File: config.mk
export PLATFORM = sky130hd
export DESIGN_NAME = rom_region_loader
export DESIGN_NICKNAME = d
export VERILOG_FILES = /design/src/rtl/rom_region_loader.sv
export SDC_FILE = /design/constraint.sdc
export NUM_CORES = 1
export LEC_CHECK = 0
export CAP_MARGIN = 20
export CORE_UTILIZATION = 60
export CTS_CLUSTER_SIZE = 30
export DETAILED_ROUTE_END_ITERATION = 10
export PLACE_DENSITY = 0.89
export RECOVER_POWER = 25
export SLEW_MARGIN = 25
export SYNTH_ARGS = -nofsm -noshare
export SYNTH_HDL_FRONTEND = slang
export SYNTH_SLANG_ARGS = --single-unit
File: constraint.sdc
create_clock -name clk -period 9.1 [get_ports clk]
set_input_delay 2.275 -clock clk [delete_from_list [all_inputs] [get_ports clk]]
set_output_delay 2.275 -clock clk [all_outputs]
set_load 0.1 [all_outputs]
File: src/rtl/rom_region_loader.sv
// rom_region_loader: maps download bytes to region/channel addresses, packs them into words
// and issues completed words from a FIFO on a channel-tagged req/ack write port.
module rom_region_loader #(
    parameter int NUM_REGIONS = 9,
    parameter int NUM_CHANNELS = 4,
    parameter int ADDR_W = 27,
    parameter int WORD_BYTES = 2,
    parameter int FIFO_DEPTH = 8,
    localparam int CH_W = (NUM_CHANNELS > 1) ? $clog2(NUM_CHANNELS) : 1,
    parameter logic [NUM_REGIONS*32-1:0] REGION_BASE = {
        32'h0040_0000, 32'h0000_0000, 32'h0080_0000, 32'h00A0_0000, 32'h0080_0000,
        32'h0060_0000, 32'h3810_0000, 32'h00C0_0000, 32'h0000_0000},
    parameter logic [NUM_REGIONS*CH_W-1:0] REGION_CH = {
        2'd0, 2'd1, 2'd1, 2'd0, 2'd0, 2'd0, 2'd2, 2'd0, 2'd0}
) (
    input  logic                    clk,
    input  logic                    reset_n,
    input  logic                    dl_active,
    input  logic [7:0]              dl_index,
    input  logic [ADDR_W-1:0]       dl_addr,
    input  logic [7:0]              dl_data,
    input  logic                    dl_wr,
    output logic                    dl_wait,
    output logic                    wr_req,
    output logic [CH_W-1:0]         wr_ch,
    output logic [31:0]             wr_addr,
    output logic [WORD_BYTES*8-1:0] wr_data,
    output logic [WORD_BYTES-1:0]   wr_be,
    input  logic                    wr_ack,
    output logic                    load_done,
    output logic [15:0]             drop_count
);
    localparam int WW = WORD_BYTES * 8;
    localparam int LW = (WORD_BYTES > 1) ? $clog2(WORD_BYTES) : 1;
    localparam int PW = $clog2(FIFO_DEPTH);
    localparam int CW = PW + 1;

    typedef enum logic [2:0] {IDLE, LOAD, FLUSH, DRAIN, DONE} state_t;

    state_t                r_state;
    logic                  r_av;
    logic [31:0]           r_aaddr;
    logic [CH_W-1:0]       r_ach;
    logic [WW-1:0]         r_adata;
    logic [WORD_BYTES-1:0] r_abe;
    logic [15:0]           r_drop;
    logic [CH_W-1:0]       r_fch   [FIFO_DEPTH];
    logic [31:0]           r_faddr [FIFO_DEPTH];
    logic [WW-1:0]         r_fdata [FIFO_DEPTH];
    logic [WORD_BYTES-1:0] r_fbe   [FIFO_DEPTH];
    logic [PW-1:0]         r_wp, r_rp;
    logic [CW-1:0]         r_cnt;

    logic                  w_req, w_pop, w_room, w_byte, w_hit, w_miss, w_full;
    logic                  w_want, w_push, w_drop, w_held;
    logic [7:0]            w_idx;
    logic [31:0]           w_off, w_waddr, w_paddr;
    logic [LW-1:0]         w_lane;
    logic [CH_W-1:0]       w_ch, w_pch;
    logic [WW-1:0]         w_ndata, w_mdata, w_pdata;
    logic [WORD_BYTES-1:0] w_nbe, w_mbe, w_pbe;

    always_comb begin
        w_req = r_cnt != '0;
        w_pop = w_req & wr_ack;
        w_room = (r_cnt < CW'(FIFO_DEPTH)) | w_pop;
        w_byte = (r_state == LOAD) & dl_wr;
        w_hit = 32'(dl_index) < NUM_REGIONS;
        w_idx = w_hit ? dl_index : '0;
        w_off = 32'(dl_addr);
        w_lane = LW'(w_off) & LW'(WORD_BYTES - 1);
        w_waddr = REGION_BASE[32*w_idx +: 32] + (w_off & ~32'(WORD_BYTES - 1));
        w_ch = REGION_CH[CH_W*w_idx +: CH_W];
        w_miss = r_av & ((w_waddr != r_aaddr) | (w_ch != r_ach));
        w_ndata = '0;
        w_ndata[w_lane*8 +: 8] = dl_data;
        w_nbe = WORD_BYTES'(1) << w_lane;
        w_mdata = r_av ? r_adata : '0;
        w_mdata[w_lane*8 +: 8] = dl_data;
        w_mbe = (r_av ? r_abe : '0) | w_nbe;
        w_full = &w_mbe;
        w_want = (w_byte & w_hit & (w_miss | w_full)) | ((r_state == FLUSH) & r_av);
        w_push = w_want & w_room;
        // a byte that cannot push is lost together with the word it would have pushed
        w_drop = w_byte & (~w_hit | (w_want & ~w_room));
        w_held = (r_state == FLUSH) | w_miss;
        w_pch = w_held ? r_ach : w_ch;
        w_paddr = w_held ? r_aaddr : w_waddr;
        w_pdata = w_held ? r_adata : w_mdata;
        w_pbe = w_held ? r_abe : w_mbe;
    end

    always_ff @(posedge clk or negedge reset_n) begin
        if (!reset_n) begin
            r_state <= IDLE;
            r_av <= 1'b0;
            r_aaddr <= '0;
            r_ach <= '0;
            r_adata <= '0;
            r_abe <= '0;
            r_drop <= '0;
        end else begin
            if (w_drop && r_drop != 16'hFFFF) r_drop <= r_drop + 16'd1;
            case (r_state)
                IDLE: if (dl_active) begin
                    r_state <= LOAD;
                    r_av <= 1'b0;
                    r_drop <= '0;
                end
                LOAD: begin
                    if (w_byte && w_hit) begin
                        r_av <= (w_want && !w_room) ? 1'b0 : (w_miss | ~w_full);
                        r_aaddr <= w_waddr;
                        r_ach <= w_ch;
                        r_adata <= w_miss ? w_ndata : w_mdata;
                        r_abe <= w_miss ? w_nbe : w_mbe;
                    end
                    if (!dl_active) r_state <= FLUSH;
                end
                FLUSH: if (!r_av || w_room) begin
                    r_av <= 1'b0;
                    r_state <= DRAIN;
                end
                DRAIN: if (!w_req) r_state <= DONE;
                default: r_state <= IDLE;
            endcase
        end
    end

    always_ff @(posedge clk or negedge reset_n) begin
        if (!reset_n) begin
            r_wp <= '0;
            r_rp <= '0;
            r_cnt <= '0;
        end else begin
            if (w_push) r_wp <= r_wp + 1'b1;
            if (w_pop) r_rp <= r_rp + 1'b1;
            r_cnt <= r_cnt + CW'(w_push) - CW'(w_pop);
        end
    end

    always_ff @(posedge clk) begin
        if (w_push) begin
            r_fch[r_wp] <= w_pch;
            r_faddr[r_wp] <= w_paddr;
            r_fdata[r_wp] <= w_pdata;
            r_fbe[r_wp] <= w_pbe;
        end
    end

    // head entry is gated so every write output reads zero while the FIFO is empty
    assign wr_req = w_req;
    assign wr_ch = w_req ? r_fch[r_rp] : '0;
    assign wr_addr = w_req ? r_faddr[r_rp] : '0;
    assign wr_data = w_req ? r_fdata[r_rp] : '0;
    assign wr_be = w_req ? r_fbe[r_rp] : '0;
    assign dl_wait = (r_cnt >= CW'(FIFO_DEPTH - 1)) | (r_state != IDLE && r_state != LOAD);
    assign load_done = r_state == DONE;
    assign drop_count = r_drop;
endmodule

=== Word-level counts from Yosys, hierarchy flattened ===
Memory sizes are Yosys's and may differ from the RTL's.
Index checks and enable logic that the tools add are counted.

* Add/sub/neg operators: 7
* Order comparisons: 3
* Eq/ne operators: 13
* Shift operators: 5
* Muxes and demuxes: 29
* Bitwise logic cells: 22
* Reduce and logical (&&, ||, !) cells: 15

{| class="wikitable"
|+ Operators by type and width
! cell !! number
|-
| indexed part select 288 x 14 -> 32 bit (first input constant) || 1
|-
| 2-to-1 mux 16 bit || 7
|-
| 2-to-1 mux 32 bit || 2
|-
| negator 4 -> 34 bit || 1
|-
| variable shift 8 x 34 -> 16 bit (first input constant) || 1
|-
| indexed part select 8 x 34 -> 16 bit || 1
|-
| adder 32 x 27 -> 32 bit || 1
|-
| inequality test 32 bit || 1
|-
| indexed part select 18 x 10 -> 2 bit (first input constant) || 1
|-
| adder 16 x 1 -> 16 bit (second input constant) || 1
|-
| bitwise AND 16 bit || 1
|-
| bitwise mux 16 bit || 1
|-
| inequality test 16 bit (second input constant) || 1
|-
| 2-to-1 mux 2 bit || 6
|-
| 2-to-1 mux 3 bit || 4
|-
| one-hot mux 3 bit (4 select lines) || 1
|-
| bitwise AND 1 bit || 9
|-
| less-than comparator 8 x 4 -> 1 bit (second input constant) || 1
|-
| 2-to-1 mux 8 bit || 1
|-
| bitwise OR 1 bit || 8
|-
| AND reduction 4 bit || 2
|-
| adder 3 x 1 -> 3 bit (second input constant) || 2
|-
| == test 3 x 2 -> 1 bit (second input constant) || 2
|-
| 2-to-1 mux 1 bit || 6
|-
| other kinds (21) || 32
|}

* Bits in registers: 82
* Memory bits (writable): 416
* Output and inout port bits: 71
* Memories: 4

{| class="wikitable"
|+ Memories
! name !! words !! bits a word !! rd ports !! clocked after Yosys merged registers in !! wr ports !! RTL line !! source
|-
| r_faddr || 8 || 32 || 1 || 0 || 1 || 48 || <nowiki>logic [31:0] r_faddr [FIFO_DEPTH];</nowiki>
|-
| r_fdata || 8 || 16 || 1 || 0 || 1 || 49 || <nowiki>logic [WW-1:0] r_fdata [FIFO_DEPTH];</nowiki>
|-
| r_fbe || 8 || 2 || 1 || 0 || 1 || 50 || <nowiki>logic [WORD_BYTES-1:0] r_fbe [FIFO_DEPTH];</nowiki>
|-
| r_fch || 8 || 2 || 1 || 0 || 1 || 47 || <nowiki>logic [CH_W-1:0] r_fch [FIFO_DEPTH];</nowiki>
|}

=== Longest topological paths before layout ===
* Word-level depth: 17
* Depth in mapped cells: 21

=== Least setup slack after synthesis ===
OpenSTA, ideal clock, no wires.

* Kind: input-to-reg
* Start point: input port dl_index[6]
* End point: memory r_faddr[4][0] (enable)
* Data arrival time: 10.124 ns
* Data required time: 8.513 ns
* Slack: -1.611 ns
* Stages on the path: 15
* Path buffers: 2
* Path through: or4_4 or4_4 buf_6 clkinv_4 ha_1 fa_1 a211oi_1 nor3b_1 mux2i_1 nand4_1 nor4_4 nand2_4 o21a_1 clkbuf_1 nor4bb_1

{| class="wikitable"
|+ RTL lines
! element !! RTL line !! source
|-
| start: declaration || 19 || <nowiki>input logic [7:0] dl_index,</nowiki>
|-
| less-than comparator 8 x 4 -> 1 bit || 68 || <nowiki>w_hit = 32'(dl_index) < NUM_REGIONS;</nowiki>
|-
| 2-to-1 mux 8 bit * || 69 || <nowiki>w_idx = w_hit ? dl_index : '0;</nowiki>
|-
| indexed part select 18 x 10 -> 2 bit * || 73 || <nowiki>w_ch = REGION_CH[CH_W*w_idx +: CH_W];</nowiki>
|-
| net w_ch[1] || 59 || <nowiki>logic [CH_W-1:0] w_ch, w_pch;</nowiki>
|-
| inequality test 2 bit * || 74 || <nowiki>w_miss = r_av & ((w_waddr != r_aaddr) | (w_ch != r_ach));</nowiki>
|-
| bitwise OR 1 bit * || 74 ||
|-
| bitwise AND 1 bit * || 74 ||
|-
| bitwise OR 1 bit * || 82 || <nowiki>w_want = (w_byte & w_hit & (w_miss | w_full)) | ((r_state == FLUSH) & r_av);</nowiki>
|-
| bitwise AND 1 bit * || 82 ||
|-
| bitwise OR 1 bit * || 82 ||
|-
| bitwise AND 1 bit * || 83 || <nowiki>w_push = w_want & w_room;</nowiki>
|-
| 2-to-1 mux 1 bit * || 143 || <nowiki>if (w_push) begin</nowiki>
|-
| 2-to-1 mux 1 bit (implied by the code) * || 145 || <nowiki>r_faddr[r_wp] <= w_paddr;</nowiki>
|-
| end: declaration || 48 ||
|}

Mark *: on every way through the listed nets, which the timed path passes. The rest lies on a longest branch.

=== Final worst setup path ===
* Start point: input port dl_index[6]
* End point: memory r_fdata[3][3] in the netlist's numbering, data pin

{| class="wikitable"
|+ RTL lines
! element !! RTL line !! source
|-
| less-than comparator 8 x 4 -> 1 bit || 68 ||
|-
| 2-to-1 mux 8 bit * || 69 ||
|-
| indexed part select 18 x 10 -> 2 bit * || 73 ||
|-
| net w_ch[1] || 59 ||
|-
| inequality test 2 bit * || 74 ||
|-
| bitwise OR 1 bit * || 74 ||
|-
| bitwise AND 1 bit * || 74 ||
|-
| bitwise OR 1 bit * || 86 || <nowiki>w_held = (r_state == FLUSH) | w_miss;</nowiki>
|-
| 2-to-1 mux 16 bit * || 89 || <nowiki>w_pdata = w_held ? r_adata : w_mdata;</nowiki>
|-
| net w_pdata[3] || 60 || <nowiki>logic [WW-1:0] w_ndata, w_mdata, w_pdata;</nowiki>
|-
| end: declaration || 49 ||
|}

Marked as above.

==> results.md <==
* Run status: finished with violations
* Failing checks: capacitance limit, slew limit
* Final Max Tran Viols at 337
* Max-Cap Viols at 9
* DR top layer: met4
* Slew margin rel. at -197.0%
* FFs w/ async S/R, synth at 16.39%
* Flop-to-flop setup slack at 3.04 ns
* Fillers at 1912
* Startpoint Class: primary input
* Number of global-route vias before repair at 12920
* Power Density at 348.5 mW/mm^2
* Remaining antenna violation count at 0
* P_leak at 8.656 nW
* Final setup fails at 0
* EDFF count, synth at 408
* Dpl hpwl at 28340 um
* Drt via density at 6.702
* RSZ-0062 raised after global routing: no
* Fin Setup TNS at 0 ns
* Die H at 187.8 um
* Die Area at 0.03526 mm^2
* Met2 WL post-DR at 25480 um
* Area grow syn2layout at 15.27%
* Reg power frac at 34.3%
* CTS tree: built
* Sink Count at 488
* Yosys cell types at 67
* VDD IR max at 0.0004138 V
* Crit path DAT at 8.45 ns
* Routed length on met1 at 18130 um
* Syn Inst Count at 1227
* GRT overflow at 0
* DRC viols at 0
* # Post-CTS Setup Buffers at 0
* Internal at 4.763 mW
* Skew final at 0.03116 ns
* Cell area after synthesis at 0.02070 mm^2
* Flops & latches, synth at 488
* Initial antenna violation count at 0
* Largest family of logic cells by synthesized area: multiplexers
* Top FF cell, synth: edfxtp_1
* Fin. Hold Viols at 0
* FF-to-FF End: r_faddr[0][22]
* Worst Hold Depth at 1
* Tightest Hold Check Type: reg -> reg
* Crit path kind: in -> reg
* Simple-gate share of the synthesized area at 6.708%
* Fin crit share at 90.61%
* Number of cell rows at 67
* Worst Reg2Reg Path Length in Cells at 10
* Drt total wl at 51130 um
* Resized cells post-CTS at 0
* Largest net degree at the start of global routing at 73
* Layout cell share with drive strength beyond 1 at 16.80%
* Synth top area share at 59.17%
* CP Capture Type: flop
* CTS max path bufs at 3
* Worst-path maximum fanout at 19
* Largest cells by area after synthesis: edfxtp_1, mux4_2, dfrtp_1
* Final Worst Setup Slack at 0.8547 ns
* Synth Area in XOR/XNOR at 1.734%
* Yosys Warn Count at 0
* Net Sw Frac at 42.73%
* Sequential area share after synthesis at 68.84%
* Synth Area in Compound Gates at 3.843%
* Worst-path clk slew at 0.06 ns
* Slew @ Worst Pin at 4.455 ns
* Most frequent cells in the layout: edfxtp_1, nand2_1, mux4_2, dfrtp_1, nor2_1
* Routed vias at 12340
* CTS Hold Bufs at 0
* Starting Density at 61.29%
* TritonCTS Buffers at 46
* Hold path startpoint: r_adata[7]
* Placement Cell Area at 0.02242 mm^2
* Most common cell after layout, fill and taps aside: edfxtp_1
* Avg Cell Area, Syn at 16.87 um^2
* Worst skew pair latency at 0.57 ns
* Final Critical Period at 8.245 ns
* Multi-input combinational cell area at 0.006101 mm^2
* CTS Root Cell: clkbuf_16
* PortBufs at 118
* Overall Global Routing Usage at 29.60%
* Gpl congestion at 0.8767
* I/O pin cnt at 119
* R2r startpoint: r_cnt[3]
* Switching power at 3.554 mW
* Initial detailed-routing violation count at 1611
* Post-synthesis mux area share at 15.93%
* CP required at 9.31 ns
* Fmax at 0.1213 GHz
* First-pass GRT wire length at 77290 um
* # diodes at 0
* H-tree depth at 2
* Post-place setup slack at 0.9129 ns
* Avg WL per Cell at 27.77 um
* Met3 routed WL at 5033 um
* Core area at 0.03378 mm^2
* Combinational Power Share at 42.9%
* Adder-cell share of the synthesized area at 0.9790%
* Reg area at 0.01426 mm^2
* Hold Path End: r_adata[7]
* DRT Pass-1 Iters at 5
* Nets at 1418
* Clock Power Share at 22.9%
* Die Wd at 187.8 um
* Area leader, netlist: edfxtp_1
* Design area at 0.02387 mm^2
==> logic make-up after synthesis <==
family,after synthesis
flip-flops,488
AND/OR/NAND/NOR,289
multiplexers,197
AO/OA/AOI/OAI,105
buffers and inverters,91
XOR/XNOR,41
adder cells (fa/ha/maj),15
other,1
==> power groups by stage <==
stage	clock (mW)	combinational, mW	sequential [mW]
final	1.90	3.56	2.85
after global routing	1.99	3.70	2.87
after CTS	1.91	3.64	2.85
after detailed placement	0	3.60	2.89
after global placement	0	3.48	2.92
after floorplan	0	2.83	2.81
==> flip-flops by register name, summed over array words and instances (netlist names) <==
register and flops:
r_fbe 16, r_ach 2, r_faddr 248, r_abe 2, r_aaddr 30, r_fch 16
r_state 3, r_cnt 4, r_adata 16, r_rp 3, r_fdata 128, r_av 1
r_wp 3, drop_count 16
==> worst max path at each step <==
stage,cells past startpoint,end,startpoint,slack [ns]
detailed placement,13,r_fdata[5][3],dl_index[6],0.91
CTS,13,r_fdata[2][1],dl_index[6],1.28
finish,13,r_fdata[3][3],dl_index[6],0.85
global placement,15,r_fdata[6][11],dl_index[6],1.22
global route,13,r_fdata[1][3],dl_index[6],0.54
floorplan,15,r_faddr[4][0],dl_index[6],0.39
==> worst max-delay path: stages <==
cell and delay [ns]:
dlygate4sd3_1 0.55, or4_1 0.62, or4_1 0.68, clkinvlp_2 0.22
ha_1 0.33, xor2_1 0.19, a2111oi_0 0.42, o221ai_1 0.26
or4_1 0.62, nor4_4 0.58, nand2_4 0.16, a21o_1 0.56
o32ai_1 0.98
==> metrics by stage <==
| stage | hold slack [ns] | util, % | cells | total power [mW] |
|---|---|---|---|---|
| 3_3_place_gp | 0.4860 | 66.23 | 1753 | 6.397 |
| 2_1_floorplan | 0.4657 | - | 1234 | 5.635 |
| 5_1_grt | 0.5450 | 70.65 | 1841 | 8.562 |
| 6_report | 0.5176 | 70.65 | 1841 | 8.317 |
| 4_1_cts | 0.5129 | 70.80 | 1841 | 8.401 |
| 3_5_place_dp | 0.4970 | 66.37 | 1755 | 6.488 |
==> layer usage <==
layer,vias to the layer above,track usage (%)
met5,-,0
met4,0,15.17
met3,189,5.315
met2,896,48.36
met1,6217,38.48
li1,5037,-
==> final cells by class <==
class	count	area share, %
sequential	488	59.77
multi-input combinational	655	25.56
timing repair buffer	136	5.604
clock buffer	68	5.510
tap	448	2.349
clock inverter	18	0.7602
inverter	28	0.4456
==> synth_stat cells (4+ instances only) <==
| master | instances |
|---|---|
| a21oi_1 | 17 |
| xor2_1 | 28 |
| nand2_1 | 105 |
| nand3_1 | 26 |
| o211ai_1 | 6 |
| nor2b_1 | 4 |
| o31ai_2 | 8 |
| buf_6 | 6 |
| mux4_2 | 102 |
| mux2i_1 | 58 |
| ha_1 | 13 |
| clkbuf_1 | 39 |
| xnor2_1 | 13 |
| nand2b_1 | 4 |
| edfxtp_1 | 408 |
| o32ai_1 | 8 |
| nor4_1 | 6 |
| a31oi_1 | 5 |
| mux2_2 | 25 |
| nor3b_1 | 4 |
| nand4_1 | 8 |
| nor3_1 | 8 |
| and2_1 | 4 |
| mux2_1 | 11 |
| nor2_1 | 77 |
| a22o_1 | 16 |
| and3_1 | 13 |
| or3_1 | 11 |
| buf_1 | 15 |
| inv_1 | 27 |
| dfrtp_1 | 80 |
| o21ai_0 | 15 |
No activity file was read; power rests on OpenSTA's default activity.
